File: config.mk
export PLATFORM = sky130hd
export DESIGN_NAME = tick_sched
export DESIGN_NICKNAME = d
export VERILOG_FILES = /design/src/rtl/tick_sched_pkg.sv /design/src/rtl/tick_sched_rr_pick.sv /design/src/rtl/tick_sched.sv
export SDC_FILE = /design/constraint.sdc
export NUM_CORES = 1
export LEC_CHECK = 0
export CAP_MARGIN = 20
export CORE_UTILIZATION = 44
export CTS_BUF_LIST = sky130_fd_sc_hd__clkbuf_2 sky130_fd_sc_hd__clkbuf_4 sky130_fd_sc_hd__clkbuf_8
export CTS_CLUSTER_DIAMETER = 200
export CTS_CLUSTER_SIZE = 10
export DETAILED_ROUTE_END_ITERATION = 12
export GPL_ROUTABILITY_DRIVEN = 0
export PLACE_DENSITY = 0.84
export SLEW_MARGIN = 20
export SYNTH_ARGS = -nofsm -noshare
export SYNTH_HDL_FRONTEND = slang
export SYNTH_SLANG_ARGS = --single-unit
File: constraint.sdc
create_clock -name clk -period 2.84 [get_ports clk]
set_clock_uncertainty 0.1 [all_clocks]
set_input_delay 0.568 -clock clk [delete_from_list [all_inputs] [get_ports clk]]
set_output_delay 0.568 -clock clk [all_outputs]
set_load 0.005 [all_outputs]
File: src/rtl/tick_sched_pkg.sv
// Shared types and limits for the tick-driven shared countdown scheduler.
package tick_sched_pkg;

  typedef enum logic [1:0] {
    ST_IDLE = 2'd0,
    ST_RUN  = 2'd1,
    ST_DONE = 2'd2
  } state_t;

  localparam int NREQ_MIN = 2;
  localparam int NREQ_MAX = 8;

  function automatic bit nreq_ok(input int n);
    return (n >= NREQ_MIN) && (n <= NREQ_MAX);
  endfunction

endpackage

File: src/rtl/tick_sched_rr_pick.sv
// Combinational round-robin picker: first set req searching upward from last+1.
module rr_pick
  import tick_sched_pkg::*;
#(
  parameter int NREQ = 4,
  localparam int IW  = $clog2(NREQ)
) (
  input  logic [NREQ-1:0] req,
  input  logic [IW-1:0]   last,
  output logic [NREQ-1:0] sel,
  output logic [IW-1:0]   idx
);

  logic          found;
  logic [IW-1:0] j;

  always_comb begin
    sel   = '0;
    idx   = '0;
    found = 1'b0;
    j     = '0;
    for (int k = 1; k <= NREQ; k++) begin
      j = IW'((int'(last) + k) % NREQ);
      if (!found && req[j]) begin
        found  = 1'b1;
        sel[j] = 1'b1;
        idx    = j;
      end
    end
  end

endmodule

File: src/rtl/tick_sched.sv
// One countdown timer shared by NREQ requesters; round-robin grant, tick-driven
// countdown, one-clk done pulse to the winner.
module tick_sched
  import tick_sched_pkg::*;
#(
  parameter int NREQ = 4,
  parameter int CNTW = 8,
  localparam int IW  = $clog2(NREQ)
) (
  input  logic                 clk,
  input  logic                 rstn,
  input  logic                 tick,
  input  logic [NREQ-1:0]      req,
  input  logic [NREQ*CNTW-1:0] len,
  output logic [NREQ-1:0]      gnt,
  output logic [NREQ-1:0]      done,
  output logic                 busy,
  output logic [CNTW-1:0]      cnt
);

  generate
    if (!nreq_ok(NREQ)) begin : g_bad_nreq
      $error("tick_sched: NREQ out of range");
    end
  endgenerate

  logic [NREQ-1:0][CNTW-1:0] len_a;
  assign len_a = len;

  state_t          state_q, state_d;
  logic [NREQ-1:0] gnt_d, done_d;
  logic            busy_d;
  logic [CNTW-1:0] cnt_d;
  // last_q doubles as the current winner's index once granted
  logic [IW-1:0]   last_q, last_d;

  logic [NREQ-1:0] pick_sel;
  logic [IW-1:0]   pick_idx;

  rr_pick #(.NREQ(NREQ)) u_pick (
    .req  (req),
    .last (last_q),
    .sel  (pick_sel),
    .idx  (pick_idx)
  );

  always_ff @(posedge clk or negedge rstn) begin
    if (!rstn) begin
      state_q <= ST_IDLE;
      gnt     <= '0;
      done    <= '0;
      busy    <= 1'b0;
      cnt     <= '0;
      last_q  <= IW'(NREQ - 1);
    end else begin
      state_q <= state_d;
      gnt     <= gnt_d;
      done    <= done_d;
      busy    <= busy_d;
      cnt     <= cnt_d;
      last_q  <= last_d;
    end
  end

  always_comb begin
    state_d = state_q;
    gnt_d   = gnt;
    done_d  = '0;
    busy_d  = busy;
    cnt_d   = cnt;
    last_d  = last_q;
    case (state_q)
      ST_IDLE: begin
        if (|req) begin
          gnt_d   = pick_sel;
          last_d  = pick_idx;
          cnt_d   = len_a[pick_idx];
          busy_d  = 1'b1;
          state_d = (len_a[pick_idx] != '0) ? ST_RUN : ST_DONE;
        end
      end
      ST_RUN: begin
        // abort wins over a coincident tick
        if (!req[last_q]) begin
          state_d = ST_IDLE;
          gnt_d   = '0;
          cnt_d   = '0;
          busy_d  = 1'b0;
        end else if (tick) begin
          if (cnt > CNTW'(1)) begin
            cnt_d = cnt - CNTW'(1);
          end else begin
            cnt_d   = '0;
            state_d = ST_DONE;
          end
        end
      end
      ST_DONE: begin
        done_d  = gnt;
        gnt_d   = '0;
        busy_d  = 1'b0;
        state_d = ST_IDLE;
      end
      default: begin
        state_d = ST_IDLE;
        gnt_d   = '0;
        cnt_d   = '0;
        busy_d  = 1'b0;
      end
    endcase
  end

endmodule
==> metrics list, run 1 <==
* Port Buf Inserts: 55
* Per-instance average area after synthesis: 9.41 µm²
- Adding up every negative setup slack in the final design gives 0 ns.
- The final-report hold violation count was 0.
* Status: complete, no violations
- For this run, the number of Yosys warnings is 0.
* Leakage power figure: 1.06 nW
* Die W: 65.6 µm
- The number of nets handed over by synthesis was 238.
- Largest net degree at the start of global routing: 22
- Most used flip-flop cell after synthesis: sky130_fd_sc_hd__dfrtp_1
- Pwr Density: 991 nW/µm²
- Proportion of register bits with asynchronous set or reset after synthesis: 1.00
- TritonCTS built the clock tree.
- After floorplanning, the core was divided into 22 placement rows.
- After floorplanning, the core was sized to cover 3770 µm².
- Post-synth top area cell: sky130_fd_sc_hd__dfrtp_1
- The clock drives 21 sinks.
- Of the total power, registers draw 0.207.
* CTS HTree Levels: 1
* Routed metal-1 wire length: 2040 µm
* Required time of the critical path: 2.88 ns
- Area growth from synthesis to final layout: 44.2%
- For this design the total switching power over the nets is 1.09 mW.
- Biggest area contributors in the synthesized netlist: sky130_fd_sc_hd__dfrtp_1 27%, sky130_fd_sc_hd__mux2i_1 10%, sky130_fd_sc_hd__ha_1 7.0%
- Number of storage elements in the synthesis netlist: 21
- Total I/O pin count: 56
- Across the run, the number of max-cap violations was 0.
- Final clock period utilization by the worst path: 0.978
- Topmost layer with routed signal wires: met4
* Max Transition Viols Final: 0
- Proportion of netlist area held by the largest area contributor: 0.267
* Endpoint arrival time on the critical path: 2.82 ns
- Of the total power, the share spent switching nets is 0.430.
* Setup-violating endpoint count in the final report: 0
- The share of the Yosys chip area taken by registers is 0.297.
- Maximum buffer depth of the clock tree: 2
- Total global routing overflow: 0
- Number of global-route vias before repair: 1,656
- Routed wire per std cell: 14.7 µm
* Length of routed met3 wiring: 169 µm
- Global-route total usage across every layer: 0.226
- Worst slew margin relative to its limit: 0.505
* Slew @ Worst Pin: 0.738 ns
- Portion of total power attributed to the clock network: 0.078
- Post-CTS timing repair inserted 0 buffers for setup.
- The cell sitting at the root of the clock tree is a sky130_fd_sc_hd__clkbuf_8.
- Number of synthesized flops with an enable pin: 0
- Final ANT Viol Nets: 0
* Ratio of cells with drive above 1 in the final layout: 0.178
- Clock-pin slew was measured on the worst setup and hold paths at 0.07 ns.
- DRC viols: 0
* Setup CP Type: reg2reg
- Worst ir drop on vdd: 0.000730 V
* Global-route wire length before repair: 7520 µm
- The detailed router finished its first iteration with 103 violations.
* Core occupancy in the finished layout: 0.680
- 0 antenna diodes ended up in the layout.
* Number of distinct library cell variants in the gate-level netlist after synthesis: 47
- Hold crit path type: reg2reg
- Once placement finished, the instance area stood at 2500 µm².
* Final net count: 308
- Post-synthesis cell count: 189
* Post-detailed-placement half-perimeter wirelength: 3460 µm
- Initial antenna violation count: 0
- Maximum achievable frequency: 360 MHz
* Startpoint kind of the worst setup timing path: flop
- Cell internal pwr: 1.45 mW
- Summed over all layers, the routed wires come to 4510 µm.
- The initial utilization of the core area, before any placement, comes to 0.472.
- Min Clock Period, post-route: 2.78 ns
* Inserted Clock Buffers: 3
* Setup crit end kind: flop
* Met2 WL: 2240 µm
* Die Y-Extent: 65.6 µm
- Combinational group share of total power: 0.715
- Post-synthesis instance area: 1780 µm²
- The pre-antenna-repair detailed-routing pass consisted of 4 iterations.
- Fin area: 2560 µm²
- Clock latency on the worst-skew pair, taken at its later pin, is 0.25 ns.
- Full die area: 4300 µm²
- Vias/cell: 5.79
* Crit Path Max Fanout: 10
- Number of vias after detailed routing: 1,771
[worst paths after layout]
path | from | end | slack [ns] | depth (start not counted)
worst max register to register | last_q[0]$_DFFE_PN1P_ | cnt[1]$_DFFE_PN0P_ | 0.06 | 8
worst min register to register | busy$_DFFE_PN0P_ | busy$_DFFE_PN0P_ | 0.39 | 2
min in group asynchronous | rstn | gnt[1]$_DFFE_PN0P_ | 0.55 | 2
worst max-delay path | last_q[0]$_DFFE_PN1P_ | cnt[1]$_DFFE_PN0P_ | 0.06 | 8
max in group asynchronous | rstn | last_q[0]$_DFFE_PN1P_ | 1.83 | 2
worst min-delay path | busy$_DFFE_PN0P_ | busy$_DFFE_PN0P_ | 0.39 | 2
[metal layers]
| layer | vias up | global-route usage |
|---|---|---|
| li1 | 870 | - |
| met1 | 829 | 0.303 |
| met2 | 65 | 0.393 |
| met3 | 7 | 0.0156 |
| met4 | 0 | 0.0571 |
| met5 | - | 0 |
[critical path, stage by stage, from the launching register on]
cell and delay [ns]:
sky130_fd_sc_hd__dfstp_2 0.56, sky130_fd_sc_hd__clkinvlp_4 0.11, sky130_fd_sc_hd__ha_4 0.30, sky130_fd_sc_hd__mux4_2 0.58, sky130_fd_sc_hd__buf_4 0.21, sky130_fd_sc_hd__o21ai_4 0.18
sky130_fd_sc_hd__o31ai_2 0.16, sky130_fd_sc_hd__buf_4 0.17, sky130_fd_sc_hd__a211o_2 0.30
[synth_stat cells, types with 2 or more instances]
cell,instances
sky130_fd_sc_hd__clkbuf_1,2
sky130_fd_sc_hd__and2_1,4
sky130_fd_sc_hd__inv_1,6
sky130_fd_sc_hd__a22oi_1,4
sky130_fd_sc_hd__dfrtp_1,19
sky130_fd_sc_hd__buf_6,3
sky130_fd_sc_hd__o22ai_1,2
sky130_fd_sc_hd__nor3_1,5
sky130_fd_sc_hd__mux4_2,3
sky130_fd_sc_hd__o32a_1,2
sky130_fd_sc_hd__nand3_1,3
sky130_fd_sc_hd__dfstp_2,2
sky130_fd_sc_hd__nor4_1,13
sky130_fd_sc_hd__buf_4,2
sky130_fd_sc_hd__buf_2,2
sky130_fd_sc_hd__o311ai_0,2
sky130_fd_sc_hd__a21oi_1,7
sky130_fd_sc_hd__nand2_1,14
sky130_fd_sc_hd__nor2_1,14
sky130_fd_sc_hd__mux2i_1,18
sky130_fd_sc_hd__mux2_2,6
sky130_fd_sc_hd__o21ai_0,16
sky130_fd_sc_hd__ha_1,10
sky130_fd_sc_hd__nand2b_1,2
sky130_fd_sc_hd__a221oi_1,5
sky130_fd_sc_hd__or3_1,2
[kinds of logic (layout without fill, tap and decap cells)]
logic type / after synthesis / count (layout) / share of synthesized area
compound gates: 48 / 49 / 0.186
fa+ha+maj: 10 / 10 / 0.0703
buf+inv: 16 / 84 / 0.0527
flops: 21 / 21 / 0.297
mux: 28 / 28 / 0.192
simple gates: 66 / 66 / 0.202
[power groups by stage]
stage	combinational (mW)	clock [mW]	sequential (mW)
4_1_cts	1.77	0.198	0.525
6_report	1.82	0.198	0.526
3_3_place_gp	1.71	0	0.526
2_1_floorplan	1.26	0	0.510
3_5_place_dp	1.75	0	0.526
5_1_grt	1.98	0.214	0.546
[cells in the final DEF (no fill, tap or decap), types with 7 or more instances in the layout]
master and n:
sky130_fd_sc_hd__dfrtp_1 19, sky130_fd_sc_hd__a21oi_1 7, sky130_fd_sc_hd__nor4_1 13, sky130_fd_sc_hd__o21ai_0 16
sky130_fd_sc_hd__ha_1 9, sky130_fd_sc_hd__nand2_1 14, sky130_fd_sc_hd__mux2i_1 18, sky130_fd_sc_hd__buf_4 18
sky130_fd_sc_hd__clkdlybuf4s50_1 55, sky130_fd_sc_hd__nor2_1 14
[timing repair]
action                     CTS  global route
gates resized for setup      0             1
hold buffers                 0             0
setup endpoints to repair    0             4
[per-stage QoR]
stage               hold slack, ns  worst slack [ns]  power [mW]  std cells
floorplan                    0.172           -0.0433        1.77        189
global placement             0.371           -0.0313        2.24        301
detailed placement           0.376            -0.119        2.28        301
CTS                          0.391            0.0987        2.49        305
global route                 0.424          -0.00463        2.74        306
finish                       0.391            0.0624        2.54        306
[sequential cells by signal, summed over array words and instances (netlist names)]
name / cells
busy: 1
last_q: 2
gnt: 4
state_q: 2
done: 4
cnt: 8
[final cells by class]
class	instances	area, µm²
timing repair buffer	74	706
inverter	6	26.3
fill	282	1210
multi-input combinational	153	1200
clock buffer	4	48.8
sequential	21	528
tap	48	60.1
(Power assumes the default switching activity.)
==> run 2, diff against run 1 <==
--- a/config.mk
+++ b/config.mk
@@ -16,4 +16,5 @@
 export SLEW_MARGIN = 20
 export SYNTH_ARGS = -nofsm -noshare
 export SYNTH_HDL_FRONTEND = slang
+export SYNTH_HIERARCHICAL = 1
 export SYNTH_SLANG_ARGS = --single-unit
==> metrics list, run 2 <==
- The worst pin sits at a relative slew slack of 0.274.
- Fin area: 2770 µm²
- The area growth from synthesis to layout is 54.7%.
- Share of the synthesized netlist area taken by xor and xnor gates: 0.00490
- Worst ir drop on vdd: 0.000740 V
* Number of synthesized flops with an enable pin: 0
* Clock Root Buffer: sky130_fd_sc_hd__clkbuf_8
- Leakage power figure: 1.17 nW
* Final clock period utilization by the worst path: 1.09
- The multi-input combinational cells in the finished layout cover a total of 1240 µm².
* Biggest area contributors in the synthesized netlist: sky130_fd_sc_hd__dfrtp_1 27%, sky130_fd_sc_hd__mux4_2 13%, sky130_fd_sc_hd__ha_1 7.0%
* Worst-Skew Late Latency: 0.26 ns
- MaxCap Viol Count: 0
- Post-synth top area cell: sky130_fd_sc_hd__dfrtp_1
- Yosys mapped the design onto 52 distinct sky130hd cell types.
- Proportion of register bits with asynchronous set or reset after synthesis: 1.00
- Data on the critical path is required at its endpoint by 2.90 ns.
- Routed wire per std cell: 16.0 µm
- The worst setup path is launched from a flop.
- The worst setup path is of the reg2reg kind.
- 1st-iter DRT viols: 135
- Setup crit end kind: flop
* Basic-gate share of the synthesized area counting and, or, nand and nor cells: 0.170
* Length of the first detailed-routing pass in iterations: 4
* Crit Path Max Fanout: 6
- Setup-violating endpoint count in the final report: 9
- The final-report hold violation count is 0.
- Counting every net in the synthesized netlist gives 220.
* Slew @ Worst Pin: 1.08 ns
* CTS HTree Levels: 1
- Per-instance average area after synthesis: 10.5 µm²
* Total global routing overflow: 0
- Maximum achievable frequency: 322 MHz
- Counting I/O delays and the setup requirement, the final critical path takes 3.10 ns.
- The top cell types in the final layout, fill and taps aside, are 51 x sky130_fd_sc_hd__clkdlybuf4s50_1, 32 x sky130_fd_sc_hd__buf_4, 19 x sky130_fd_sc_hd__dfrtp_1, 17 x sky130_fd_sc_hd__nand2_1, 11 x sky130_fd_sc_hd__a22o_1.
- After synthesis the cells add up to 1790 µm².
- The final route contains 1,812 vias.
- Clock-pin slew was measured on the worst setup and hold paths at 0.08 ns.
- Number of global-route vias before repair: 1,783
* Count of synthesis-stage warnings from yosys: 6
- Number of flip-flops under the largest register name: 8
- Most used flip-flop cell after synthesis: sky130_fd_sc_hd__dfrtp_1
- Post-synthesis share of cell area spent on full adders, half adders and majority gates: 0.0700
- The flow ran to the end, but the final reports show violations.
* Worst Slack Setup Final: -0.264 ns
- Number of storage elements in the synthesis netlist: 21
- Fraction of the mapped netlist area in compound gates: 0.255
* Routed wire length: 4950 µm
- Combinational family with the most area after synthesis: compound AO/OA/AOI/OAI gates
- The library cell used most frequently in the layout, excluding fill and tap cells, is sky130_fd_sc_hd__clkdlybuf4s50_1.
- At the end of the flow, the number of nets in the layout was 311.
* Vias/cell: 5.86
- Core region area: 3770 µm²
- Measured against the total synthesized area, the mux share comes to 0.162.
- Pwr Density: 1200 nW/µm²
* Most numerous cell types in the synthesized netlist: 19 x sky130_fd_sc_hd__dfrtp_1, 17 x sky130_fd_sc_hd__nand2_1, 11 x sky130_fd_sc_hd__a22o_1, 10 x sky130_fd_sc_hd__ha_1, 10 x sky130_fd_sc_hd__mux4_2
- Detailed placement ended at an HPWL of 3840 µm.
* RSZ-0062 raised after global routing: yes
* Endpoint arrival time on the critical path: 3.16 ns
* Register containing the most flip-flops in the final layout: cnt
* DRC viols: 0
- The floorplan step set the die width to 65.7 µm.
- Synthesis produced a netlist whose cell count is 171.
- In this run the count of I/O pins placed on the die edge is 56.
* Port Buf Inserts: 55
* Failing checks: setup timing
* Seq/Total Area, Yosys: 0.295
* Global-route wire length before repair: 7980 µm
- Fill cells in the final layout number 261.
- Post-Place Worst Slack: -0.689 ns
* Area after detailed placement: 2630 µm²
- Ratio of cells with drive above 1 in the final layout: 0.314
* Full die area: 4320 µm²
- Initial antenna violation count: 0
* Placement row count: 22
- Initial Utilization: 0.474
- Counting along the longest clock path gives a buffer depth of 2.
* Largest net degree at the start of global routing: 22
- Leading cell type by number of instances after synthesis: sky130_fd_sc_hd__dfrtp_1
* Die Y-Extent: 65.7 µm
- Global-route total usage across every layer: 0.242
- Inserted Clock Buffers: 3
- The largest registers in the layout are cnt: 8 flops, done: 4 flops, gnt: 4 flops.
* Final antenna diode count: 0
- The total count of max-transition violations in the final report was 0.
- In the final layout, flip-flops and latches occupy 528 µm².
- TritonCTS built the clock tree.
- On the final layout, the worst hold slack is 0.428 ns.
- Final ANT Viol Nets: 0
* Number of clock sinks: 21
* Proportion of netlist area held by the largest area contributor: 0.266
* Hold crit path type: reg2reg
- Core occupancy in the finished layout: 0.734
-- run 2: layout make-up --
| type | instances | share of cell area |
|---|---|---|
| well taps | 48 | 0.0217 |
| clock buffers | 3 | 0.0149 |
| multi-input cells | 135 | 0.450 |
| repair buffers | 92 | 0.308 |
| clock inverters | 1 | 0.00181 |
| inverters | 9 | 0.0131 |
| flip-flops and latches | 21 | 0.191 |
-- run 2: logic make-up (layout without fill, tap and decap cells) --
| logic type | count (synthesis) | after routing |
|---|---|---|
| flip-flops | 21 | 21 |
| AO/OA/AOI/OAI | 54 | 54 |
| XOR/XNOR | 1 | 1 |
| AND/OR/NAND/NOR | 54 | 54 |
| buffers and inverters | 15 | 105 |
| adder cells (fa/ha/maj) | 10 | 10 |
| multiplexers | 16 | 16 |
-- run 2: metal layers --
| layer | vias up | global-route usage | part of all wire |
|---|---|---|---|
| met5 | - | 0 | 0 |
| met4 | 0 | 0.109 | 0.022 |
| met3 | 12 | 0.0382 | 0.061 |
| met2 | 93 | 0.397 | 0.51 |
| met1 | 862 | 0.311 | 0.40 |
| li1 | 845 | - | - |
-- run 2: timing repair --
action / 4_1_cts / 5_1_grt
gates cloned: 1 / 0
hold buffers: 0 / 0
buffers inserted: 4 / 1
resized for setup: 14 / 3
pin swaps: 5 / 1
endpoints found under the setup margin: 10 / 10
-- run 2: critical path, cell delays in order, from the launching register on --
cell	delay, ns
sky130_fd_sc_hd__dfstp_2	0.66
sky130_fd_sc_hd__buf_6	0.13
sky130_fd_sc_hd__mux4_2	0.52
sky130_fd_sc_hd__o21ai_2	0.14
sky130_fd_sc_hd__a2bb2oi_2	0.18
sky130_fd_sc_hd__buf_6	0.15
sky130_fd_sc_hd__mux4_2	0.55
sky130_fd_sc_hd__nor4_4	0.30
sky130_fd_sc_hd__nand2_1	0.08
sky130_fd_sc_hd__a21o_1	0.18
-- run 2: path summary, 6_finish.rpt --
check	start	end	slack, ns	cells past startpoint
worst max-delay path	last_q[0]$_DFFE_PN1P_	state_q[0]$_DFFE_PN0P_	-0.26	9
worst min-delay path	cnt[5]$_DFFE_PN0P_	cnt[5]$_DFFE_PN0P_	0.43	1
worst max register to register	last_q[0]$_DFFE_PN1P_	state_q[0]$_DFFE_PN0P_	-0.26	9
worst min register to register	cnt[5]$_DFFE_PN0P_	cnt[5]$_DFFE_PN0P_	0.43	1
max in group asynchronous	rstn	last_q[1]$_DFFE_PN1P_	1.82	2
min in group asynchronous	rstn	cnt[5]$_DFFE_PN0P_	0.55	2
-- run 2: report_power, final --
| group | internal (mW) | leakage, nW | switching, mW |
|---|---|---|---|
| registers | 0.415 | 0.270 | 0.134 |
| clock network | 0.0977 | 0.0255 | 0.101 |
| logic | 1.39 | 0.877 | 1.17 |
| total | 1.90 | 1.17 | 1.40 |
-- run 2: per-stage QoR --
stage	setup TNS, ns	power, mW	cells
after floorplan	-3.01	2.08	171
after detailed placement	-5.43	2.86	299
final	-1.89	3.31	309
after global placement	-5.04	2.78	299
after CTS	-1.81	3.26	308
after global routing	-2.81	3.53	309
